### src/rtl/fifo_burst_rd_ctrl.sv
// Burst read controller: drains a sync FIFO in fixed-length bursts toward a
// memory write port. One frame per start pulse. Each burst is requested with
// an address and length. After the request is acknowledged, exactly that many
// words are popped and streamed out through a 2-entry skid buffer, so the
// stream can run at full rate even though the FIFO has one cycle of read latency.
module fifo_burst_rd_ctrl #(
  parameter int DATA_WIDTH  = 32,
  parameter int DEPTH_WIDTH = 11,
  parameter int ADDR_WIDTH  = 28,
  parameter int LEN_WIDTH   = 8,
  parameter int BURST_LEN   = 64
) (
  input  logic                  clk,
  input  logic                  rst_n,
  input  logic                  start,
  input  logic [ADDR_WIDTH-1:0] frame_base,
  input  logic [23:0]           frame_words,
  output logic                  fifo_rd_en,
  input  logic [DATA_WIDTH-1:0] fifo_rd_data,
  input  logic                  fifo_rd_empty,
  input  logic [DEPTH_WIDTH:0]  fifo_level,
  output logic                  burst_req,
  output logic [ADDR_WIDTH-1:0] burst_addr,
  output logic [LEN_WIDTH-1:0]  burst_len,
  input  logic                  burst_ack,
  output logic                  out_valid,
  output logic [DATA_WIDTH-1:0] out_data,
  input  logic                  out_ready,
  output logic                  out_last,
  output logic                  busy,
  output logic                  frame_done
);

  localparam int FW  = 24;
  localparam int LVW = DEPTH_WIDTH + 1;
  localparam logic [FW-1:0]        BURST_FW = FW'(BURST_LEN);
  localparam logic [LEN_WIDTH-1:0] BURST_LW = LEN_WIDTH'(BURST_LEN);

  typedef enum logic [2:0] {S_IDLE, S_WAIT, S_REQ, S_XFER, S_DONE} state_t;

  state_t                          state_q, state_d;
  logic [ADDR_WIDTH-1:0]           addr_q, addr_d;
  logic [FW-1:0]                   rem_q, rem_d;
  logic [LEN_WIDTH-1:0]            len_q, len_d;
  logic [LEN_WIDTH-1:0]            issued_q, issued_d;
  logic [LEN_WIDTH-1:0]            sent_q, sent_d;
  logic [1:0][DATA_WIDTH-1:0]      buf_q;
  logic                            wr_ptr_q, rd_ptr_q;
  logic [1:0]                      cnt_q;
  logic                            inflight_q;

  logic [LEN_WIDTH-1:0]            cur_len;
  logic                            level_ok;
  logic [2:0]                      occ;
  logic                            pop;
  logic                            rd_en;
  logic                            at_last;
  logic                            last_pop;

  // Length of the next burst: nominal, or whatever is left of the frame
  always_comb begin
    cur_len = BURST_LW;
    if (rem_q < BURST_FW) cur_len = rem_q[LEN_WIDTH-1:0];
  end

  assign level_ok  = (fifo_level >= LVW'(cur_len));
  // Words already owned by the read path: buffered plus the one still in the FIFO pipe
  assign occ       = {1'b0, cnt_q} + {2'b00, inflight_q};
  assign out_valid = (state_q == S_XFER) && (cnt_q != 2'd0);
  assign pop       = out_valid && out_ready;
  // With a full pipe, a pop in this same cycle frees the slot for a back-to-back read
  assign rd_en     = (state_q == S_XFER) && (issued_q != len_q) && !fifo_rd_empty &&
                     ((occ < 3'd2) || ((occ == 3'd2) && pop));
  assign at_last   = (sent_q == len_q - LEN_WIDTH'(1));
  assign last_pop  = pop && at_last;

  assign fifo_rd_en = rd_en;
  assign burst_req  = (state_q == S_REQ);
  assign burst_addr = (state_q == S_REQ) ? addr_q : '0;
  assign burst_len  = (state_q == S_REQ) ? len_q : '0;
  assign out_data   = out_valid ? buf_q[rd_ptr_q] : '0;
  assign out_last   = out_valid && at_last;
  assign busy       = (state_q != S_IDLE);
  assign frame_done = (state_q == S_DONE);

  // Frame/burst sequencing and the per-burst issue/transfer counters
  always_comb begin
    state_d  = state_q;
    addr_d   = addr_q;
    rem_d    = rem_q;
    len_d    = len_q;
    issued_d = issued_q;
    sent_d   = sent_q;
    case (state_q)
      S_IDLE: if (start) begin
        addr_d  = frame_base;
        rem_d   = frame_words;
        state_d = (frame_words == '0) ? S_DONE : S_WAIT;
      end
      S_WAIT: if (level_ok) begin
        len_d   = cur_len;
        state_d = S_REQ;
      end
      S_REQ: if (burst_ack) begin
        issued_d = '0;
        sent_d   = '0;
        state_d  = S_XFER;
      end
      S_XFER: begin
        if (rd_en) issued_d = issued_q + LEN_WIDTH'(1);
        if (pop)   sent_d   = sent_q + LEN_WIDTH'(1);
        if (last_pop) begin
          rem_d   = rem_q - FW'(len_q);
          addr_d  = addr_q + ADDR_WIDTH'(len_q);
          state_d = (rem_q == FW'(len_q)) ? S_DONE : S_WAIT;
        end
      end
      S_DONE:  state_d = S_IDLE;
      default: state_d = S_IDLE;
    endcase
  end

  // Control state register
  always_ff @(posedge clk or negedge rst_n) begin
    if (!rst_n) begin
      state_q  <= S_IDLE;
      addr_q   <= '0;
      rem_q    <= '0;
      len_q    <= '0;
      issued_q <= '0;
      sent_q   <= '0;
    end else begin
      state_q  <= state_d;
      addr_q   <= addr_d;
      rem_q    <= rem_d;
      len_q    <= len_d;
      issued_q <= issued_d;
      sent_q   <= sent_d;
    end
  end

  // Skid buffer: capture FIFO data one cycle after each pop, drain in order
  always_ff @(posedge clk or negedge rst_n) begin
    if (!rst_n) begin
      buf_q      <= '0;
      wr_ptr_q   <= 1'b0;
      rd_ptr_q   <= 1'b0;
      cnt_q      <= 2'd0;
      inflight_q <= 1'b0;
    end else begin
      inflight_q <= rd_en;
      if (inflight_q) begin
        buf_q[wr_ptr_q] <= fifo_rd_data;
        wr_ptr_q        <= ~wr_ptr_q;
      end
      if (pop) rd_ptr_q <= ~rd_ptr_q;
      cnt_q <= cnt_q + {1'b0, inflight_q} - {1'b0, pop};
    end
  end

endmodule

### config.mk
export PLATFORM = sky130hd
export DESIGN_NAME = fifo_burst_rd_ctrl
export DESIGN_NICKNAME = d
export VERILOG_FILES = /design/src/rtl/fifo_burst_rd_ctrl.sv
export SDC_FILE = /design/constraint.sdc
export NUM_CORES = 1
export LEC_CHECK = 0
export CORE_UTILIZATION = 50
export CTS_CLUSTER_SIZE = 12
export DETAILED_ROUTE_END_ITERATION = 10
export PLACE_DENSITY = 0.78
export RECOVER_POWER = 25
export SLEW_MARGIN = 10
export SYNTH_ARGS = -nofsm -noshare
export SYNTH_HDL_FRONTEND = slang
export SYNTH_SLANG_ARGS = --single-unit
### constraint.sdc
create_clock -name clk -period 4.45 [get_ports clk]
set_clock_uncertainty 0.05 [all_clocks]
set_input_delay 0.89 -clock clk [delete_from_list [all_inputs] [get_ports clk]]
set_output_delay 0.89 -clock clk [all_outputs]
set_load 0.05 [all_outputs]
**After elaboration in Yosys (flattened, before gate mapping)**

Index checks and enable logic that the tools add are counted.

- Shifts and indexed selects: 0
- Reductions and logical operators: 22
- Equality and inequality tests: 14
- $mul: 0
- $lt $le $gt $ge: 6
- Div/mod/pow operators: 0
- Mux-type cells: 27
- Bitwise gates (word level): 2
- Add/sub/neg operators: 8

Operators with widths:

| cell | number |
|---|---|
| 2-to-1 mux 32 bit | 4 |
| 2-to-1 mux 28 bit | 3 |
| bitwise mux 64 bit | 1 |
| one-hot mux 28 bit (2 select lines) | 1 |
| 2-to-1 mux 24 bit | 2 |
| one-hot mux 24 bit (2 select lines) | 1 |
| 2-to-1 mux 8 bit | 5 |
| demux 32 bit (select 1 bit) | 1 |
| one-hot mux 8 bit (2 select lines) | 2 |
| adder 28 x 8 -> 28 bit | 1 |
| == test 24 x 8 -> 1 bit | 1 |
| zero test 24 bit | 1 |
| < comparator 24 x 7 -> 1 bit, second input constant | 1 |
| subtractor 24 x 8 -> 24 bit | 1 |
| 2-to-1 mux 3 bit | 6 |
| adder 8 x 1 -> 8 bit, second input constant | 2 |
| >= comparator 12 x 8 -> 1 bit | 1 |
| one-hot mux 3 bit (4 select lines) | 1 |
| inequality test 2 bit, second input constant | 5 |
| == test 3 x 2 -> 1 bit, second input constant | 3 |
| logical AND 1 bit | 9 |
| AND reduction 3 bit | 3 |
| == test 8 bit | 1 |
| inequality test 8 bit | 1 |
| other kinds (18) | 22 |

- Memories: 0
- Output and inout port bits: 74
- Register bits after elaboration: 148
- Input bits: 102
- Memory bits (writable): 0
- Memory bits (read-only): 0
- Latch bits: 0
- Word-level logic and storage cells: 91

**Logic depth before layout (Yosys ltp)**

Gate-level depths: netlist of run 1.

- Depth after elaboration: 8
- Gate-level depth with buffers: 12
- Mapped depth without buffers: 12

**Least setup slack after synthesis of run 1**

No wires, ideal clock.

- Kind: register to output
- Start: reg len_q[1]
- End: out out_last
- Stages on the path, launching flop included: 8
- Arrival time: 3.099 ns
- Data required time: 3.510 ns
- Path slack: 0.411 ns
- Path buffers: 0
- Cells stage by stage: dfrtp_1 -> inv_1 -> ha_1 -> or3b_1 -> or4_1 -> a22oi_1 -> o21ai_0 -> nor3_1

- Cells in the longest elaborated chain, start to end: 3

Ends and longest elaborated chain:

| item | line | text |
|---|---|---|
| from (decl) | 44 | `logic [LEN_WIDTH-1:0] len_q, len_d;` |
| from (signal assigned) | 136 | `len_q <= len_d;` |
| subtractor 8 x 1 -> 8 bit | 74 | `assign at_last = (sent_q == len_q - LEN_WIDTH'(1));` |
| == test 8 bit | 74 |  |
| logical AND 1 bit | 82 | `assign out_last = out_valid && at_last;` |
| to (decl) | 29 | `output logic out_last,` |

Every way passes these cells.

**Worst setup path in the final report of run 1**

Same ends and word-level chain as after synthesis.

==> metrics.md, run 1 <==
| Metric | Value |
|---|---|
| Status | `finished, violations left` |
| Failing checks | `capacitance limit, slew limit` |
| Gpl congestion | `0.9324` |
| Max_cap viols | `1` |
| Post-Place Worst Slack | `371.1 ps` |
| Post-cts hold buffer count | `0` |
| Post-route cell area | `11900 um^2` |
| DR iter-0 viols | `469` |
| Arr. time, crit path | `3280 ps` |
| M2 GR Usage | `0.4343` |
| Row cnt | `49` |
| Post-synth top area cell | `dfrtp_1` |
| Multi-input combinational cell area | `5096 um^2` |
| DIE HEIGHT | `137.1 um` |
| CP max-delay cell | `dfrtp_1` |
| Hold WS | `453.6 ps` |
| Post-Syn Instances | `915` |
| Fin. Hold Viols | `0` |
| Clock Power Share | `0.159` |
| Max_slew headroom | `-0.7534` |
| Gr busiest metal | `met2` |
| Fillers | `1396` |
| WL/cell | `19.08 um` |
| Final Non-Filler Cells | `1313` |
| Register area | `3705 um^2` |
| Tmin final | `4217 ps` |
| Die Wd | `137.1 um` |
| Core Util, Final | `0.6645` |
| Number of synthesized flops with an enable pin | `0` |
| Overall Global Routing Usage | `0.2786` |
| Internal power | `5.069 mW` |
| Pin count of the biggest net entering global routing | `106` |
| Clock tree from TritonCTS | `built` |
| Mapped Nets | `1051` |
| Number of CTS-inserted buffers | `17` |
| Most common cell in the synthesized netlist | `dfrtp_1` |
| Synthesized cell area | `9126 um^2` |
| Routed Antenna Nets | `0` |
| Die area | `18800 um^2` |
| Final setup vio count | `0` |
| CTS Sinks | `148` |
| Startpoint types | `register` |
| CTS root buffer | `clkbuf_16` |
| Power per Cell Area | `754.5 nW/um^2` |
| Overall power | `8.976 mW` |
| Post-Synth Adder-Cell Area | `0.04826` |
| Antenna Cells | `0` |
| Synth Flop Type | `dfrtp_1` |
| H-Tree Depth | `4` |
| Setup Fix Bufs, Post-CTS | `0` |
| Gate power share | `0.565` |
| Top-area cell type share of the netlist area | `0.4058` |
| Synth unique cells | `79` |
| Area delta synth->final | `30.35%` |
| Critical Setup Path Class | `reg -> out` |
| Dpl hpwl | `17.55 mm` |
| TNS Setup | `0 ps` |
| Worst skew pair latency | `430 ps` |
| Yosys reg bits | `148` |
| Simple-Gate Fraction of Synth Area | `0.1770` |
| Share of cells above drive strength 1 | `0.1946` |
| First-pass GRT wire length | `40.39 mm` |
| Worst slew pin tran | `2630 ps` |
| CP Data Required Time | `3510 ps` |
| Clock tree buffer depth | `2` |
| Sequential share of the synthesized area | `0.4058` |
| Total number of vias | `8050` |
| Post-route worst setup slack | `232.7 ps` |
| Synth warn | `0` |
| Vias/cell | `6.131` |
| Asr flop ratio synth | `1.000` |
| Xor/xnor share of the synthesized area | `0.03359` |
| Met1 Use GR | `0.3741` |
| Flop pwr share | `0.277` |
| Worst vdd ir | `0.6476 mV` |
| Placed cells | `1281` |
| Mux contribution to synthesized area | `0.1423` |
| Leakage power | `5.085 nW` |
| M3 GR Usage | `0.06000` |
| Largest cells by area after synthesis | `dfrtp_1 (41%), mux2_2 (8.3%), mux2i_1 (4.6%), ha_1 (4.4%), nor2_1 (3.6%)` |
| Switch Pwr | `3.907 mW` |
| Fmax | `0.2371 GHz` |
| I/O pin count | `176` |
| Dpl cell area | `11310 um^2` |
| Drt drc | `0` |
| Max stage delay on crit path | `490 ps` |
| Largest family of logic cells by synthesized area | `simple AND/OR/NAND/NOR gates` |
| Fin. max-slew vios | `106` |
| Setup crit end kind | `output port` |
| Total Wirelength | `25.06 mm` |
| Part of the cycle the worst path needs | `0.9477` |
| Initial DRT Pass Iterations | `5` |
| Post-layout nets | `1207` |
| Worst hold path type | `reg -> reg` |
| Mean Syn Cell Area | `9.974 um^2` |
| Net switching fraction of the power | `0.4352` |
| PortBufs | `175` |
| Vias in the first global route | `7915` |
| RSZ-0062 raised after global routing | `false` |
| GR Overflow Total | `0` |
| Crit path cell chain | `inv_1, ha_1, or3b_1, or4_1, a22oi_1, o21ai_0, nor3_2, buf_12` |
| Initial Util | `0.5098` |
| Reg clk slew, reported paths | `60 ps` |
| Crit Path Max Fanout | `6` |
| Compound-Gate Fraction of Synth Area | `0.1541` |
| Core Area | `17900 um^2` |
| Leading post-synthesis cells by instance count | `dfrtp_1 (148), nor2_1 (88), mux2_2 (67)` |
| Initial antenna violation count | `0` |
## routing by layer
metal  vias to the layer above  wire length [um]
met4                         0               752
li1                       3706                 -
met1                      3966             10680
met3                        52              1710
met5                         -                 0
met2                       326             11910
## sequential cells by signal, indices dropped and copies added (netlist names)
name        cells
rd_ptr_q        1
addr_q         28
wr_ptr_q        1
rem_q          24
cnt_q           2
buf_q          64
state_q         3
inflight_q      1
len_q           8
sent_q          8
issued_q        8
## cells by family after synthesis
family / count (synthesis)
compound gates: 182
xor+xnor: 35
fa+ha+maj: 34
buf+inv: 77
flops: 148
mux: 120
other cells: 1
simple gates: 318
## area by class of cell
class	count	share of cell area
inverter	25	0.007888
clock inverter	14	0.01167
multi-input combinational	690	0.4284
clock buffer	18	0.03692
sequential	148	0.3114
tap	229	0.02409
timing repair buffer	189	0.1796
## placed cells by master (no fill, tap or decap), types with 5 or more instances in the layout
| cell type | instances |
|---|---|
| dfrtp_1 | 147 |
| clkdlybuf4s50_1 | 113 |
| nor2_1 | 87 |
| mux2_2 | 67 |
| nand2_1 | 61 |
| mux2i_1 | 42 |
| buf_4 | 40 |
| buf_12 | 35 |
| nor3_1 | 34 |
| ha_1 | 32 |
| and2_1 | 28 |
| inv_1 | 25 |
| o21ai_0 | 24 |
| xor2_1 | 23 |
| nor4_1 | 21 |
| a21oi_1 | 18 |
| o32a_1 | 18 |
| clkbuf_16 | 17 |
| nand3_1 | 14 |
| nand4_1 | 14 |
| a21o_1 | 13 |
| xnor2_1 | 12 |
| and3_1 | 12 |
| mux2_1 | 11 |
| o21ai_2 | 10 |
| nand2b_1 | 8 |
| a22oi_1 | 8 |
| o311ai_1 | 8 |
| a31oi_1 | 8 |
| or3_1 | 8 |
| o31ai_1 | 7 |
| inv_6 | 7 |
| o211ai_1 | 6 |
| o21ai_1 | 6 |
| or4_1 | 5 |
| o21a_1 | 5 |
| a41oi_1 | 5 |
## final timing paths
kind	slack [ps]	from	endpoint	cells past startpoint
worst max-delay path	230	len_q[1]	out_last	8
worst min-delay path	450	buf_q[23]	buf_q[23]	1
worst max register to register	500	rem_q[14]	len_q[0]	13
worst min register to register	450	buf_q[23]	buf_q[23]	1
max in group asynchronous	1400	rst_n	rd_ptr_q	1
min in group asynchronous	1220	rst_n	buf_q[6]	1
## power groups by stage
stage               Combinational, mW  Clock, mW  Sequential, mW
detailed placement               5.06          0            2.49
global placement                 4.96          0            2.46
CTS                              5.08       1.44            2.47
finish                           5.07       1.42            2.48
floorplan                        3.47          0            2.22
global route                     5.43       1.50            2.57
## critical path, delay by kind of cell (launching register included)
| kind | cells | cell delay [ps] |
|---|---|---|
| simple gates | 3 | 1150 |
| compound gates | 2 | 500 |
| flops | 1 | 490 |
| buf+inv | 2 | 410 |
| fa+ha+maj | 1 | 300 |
## what timing repair did
item                       CTS  global route
hold endpoints to repair     0             0
setup endpoints to repair    0             2
gates resized for setup      0             2
Note: power is estimated with default switching activity, not from simulation.
==> inputs of run 2 (changes only) <==
CTS_CLUSTER_SIZE = unset   (was 12)
==> results of run 2 <==
Same layout as run 1: the final DEF is identical, and so are final timing and power.
==> inputs of run 3 (changes only) <==
SLEW_MARGIN = 20   (was 10)
clock period = 4.3 ns   (was 4.45 ns; I/O delays follow)
==> metrics.md, run 3 (synthesized netlist as in run 1, its figures left out) <==
| Metric | Value |
|---|---|
| Status | `finished, violations left` |
| Failing checks | `capacitance limit, slew limit` |
| Die area | `18800 um^2` |
| Max_cap viols | `2` |
| Worst vdd ir | `0.7204 mV` |
| Drt drc | `0` |
| I/O pin count | `176` |
| Commonest non-fill, non-tap cells in the layout | `dfrtp_1 (147), clkdlybuf4s50_1 (113), nor2_1 (87)` |
| Power per Cell Area | `785.3 nW/um^2` |
| Initial antenna violation count | `0` |
| Hold Crit Depth | `1` |
| Post-CTS sizing | `0` |
| Final setup vio count | `0` |
| DIE HEIGHT | `137.1 um` |
| HP Start | `buf_q[16]` |
| Hold Path End | `buf_q[16]` |
| Core Area | `17900 um^2` |
| Clock tree from TritonCTS | `built` |
| First-pass GRT wire length | `40.45 mm` |
| Initial DRT Pass Iterations | `5` |
| Startpoint types | `register` |
| Worst r2r src | `rem_q[9]` |
| Total Wirelength | `25.18 mm` |
| Setup crit end kind | `output port` |
| Max_slew headroom | `-0.2949` |
| Flop-to-flop setup slack | `280 ps` |
| FF-to-FF path depth | `13` |
| Die Wd | `137.1 um` |
| Gpl congestion | `0.8830` |
| DR iter-0 viols | `512` |
| CTS Sinks | `148` |
| Area delta synth->final | `31.22%` |
| CP Launch Point | `len_q[1]` |
| Clock tree buffer depth | `2` |
| Post-cts hold buffer count | `0` |
| Post-layout nets | `1208` |
| Arr. time, crit path | `3260 ps` |
| H-Tree Depth | `4` |
| Pin count of the biggest net entering global routing | `77` |
| Fmax | `0.2395 GHz` |
| Leakage power | `5.105 nW` |
| Vias/cell | `6.086` |
| Overall Global Routing Usage | `0.2799` |
| PortBufs | `175` |
| Worst hold path type | `reg -> reg` |
| Initial Util | `0.5098` |
| Reg clk slew, reported paths | `60 ps` |
| Most common cell after layout, fill and taps aside | `dfrtp_1` |
| Crit Path Max Fanout | `6` |
| Tmin final | `4175 ps` |
| Row cnt | `49` |
| CP Data Required Time | `3390 ps` |
| Dpl cell area | `11360 um^2` |
| CTS root buffer | `clkbuf_16` |
| Routed Antenna Nets | `0` |
| WL/cell | `19.16 um` |
| Overall power | `9.404 mW` |
| Fin. Hold Viols | `0` |
| Part of the cycle the worst path needs | `0.9709` |
| Reg-to-Reg End | `len_q[0]` |
| Worst skew pair latency | `420 ps` |
| Dpl hpwl | `17.65 mm` |
| Total number of vias | `7997` |
| Antenna Cells | `0` |
| Biggest regs | `buf_q (64), addr_q (28), rem_q (24)` |
| Fin. max-slew vios | `108` |
| Setup Fix Bufs, Post-CTS | `0` |
| Vias in the first global route | `7745` |
| Worst slew pin tran | `1942 ps` |
| Max FFs per register | `64` |
| GR Overflow Total | `0` |
| Critical Setup Path Class | `reg -> out` |
| Number of CTS-inserted buffers | `17` |
| Largest reg by FF count | `buf_q` |
| Share of cells above drive strength 1 | `0.1935` |
| Post-route cell area | `11980 um^2` |
run 3: cell types whose count changed in the layout (fill, tap and decap cells not counted):
cell        delta
clkbuf_1       +2
buf_12         +3
inv_6          -2
clkinv_2       -1
buf_4          -3
clkinvlp_4     +1
bufinv_16      +2
inv_8          -1
run 3: cell type report:
cell class,instances,area (um^2)
fillers,1390,5927
multi-input cells,690,5096
flip-flops and latches,148,3705
repair buffers,190,2178
clock buffers,19,442.9
well taps,229,286.5
clock inverters,13,172.7
inverters,25,93.84
run 3: power breakdown:
part / switching [mW] / total, mW / internal [mW] / leakage (nW)
clock: 0.620 / 1.56 / 0.939 / 0.288
combinational: 2.82 / 5.26 / 2.45 / 3.04
sequential: 0.607 / 2.58 / 1.98 / 1.78
run 3: worst max path at each step:
stage	endpoint	slack, ps	cells after the start
3_3_place_gp	len_q[0]	320	13
5_1_grt	out_last	-40	8
6_report	out_last	130	8
2_1_floorplan	out_last	290	7
4_1_cts	out_last	40	8
3_5_place_dp	len_q[0]	190	13
run 3: metrics by stage:
step | worst slack (ps) | instances | setup TNS, ps | util | hold WS (ps)
after global placement | 323.7 | 1282 | 0 | 0.6345 | 436.1
after floorplan | 290.8 | 915 | 0 | - | 413.4
after detailed placement | 190.5 | 1282 | 0 | 0.6345 | 443.7
after global routing | -37.72 | 1314 | -37.72 | 0.6689 | 471.8
after CTS | 38.81 | 1314 | 0 | 0.6689 | 423.2
final | 125.1 | 1314 | 0 | 0.6689 | 454.4
run 3: metal layers:
layer,routed length [um],global-route usage
met1,10890,0.3826
met2,12220,0.4487
met3,1595,0.05519
met4,471,0.08181
met5,0,0
run 3: worst max-delay path: stages, from the launching register on:
cell,delay (ps)
dfrtp_1,470
inv_1,210
ha_1,280
or3b_1,380
or4_1,460
a22oi_1,300
o21ai_0,220
nor3_2,340
buf_12,180
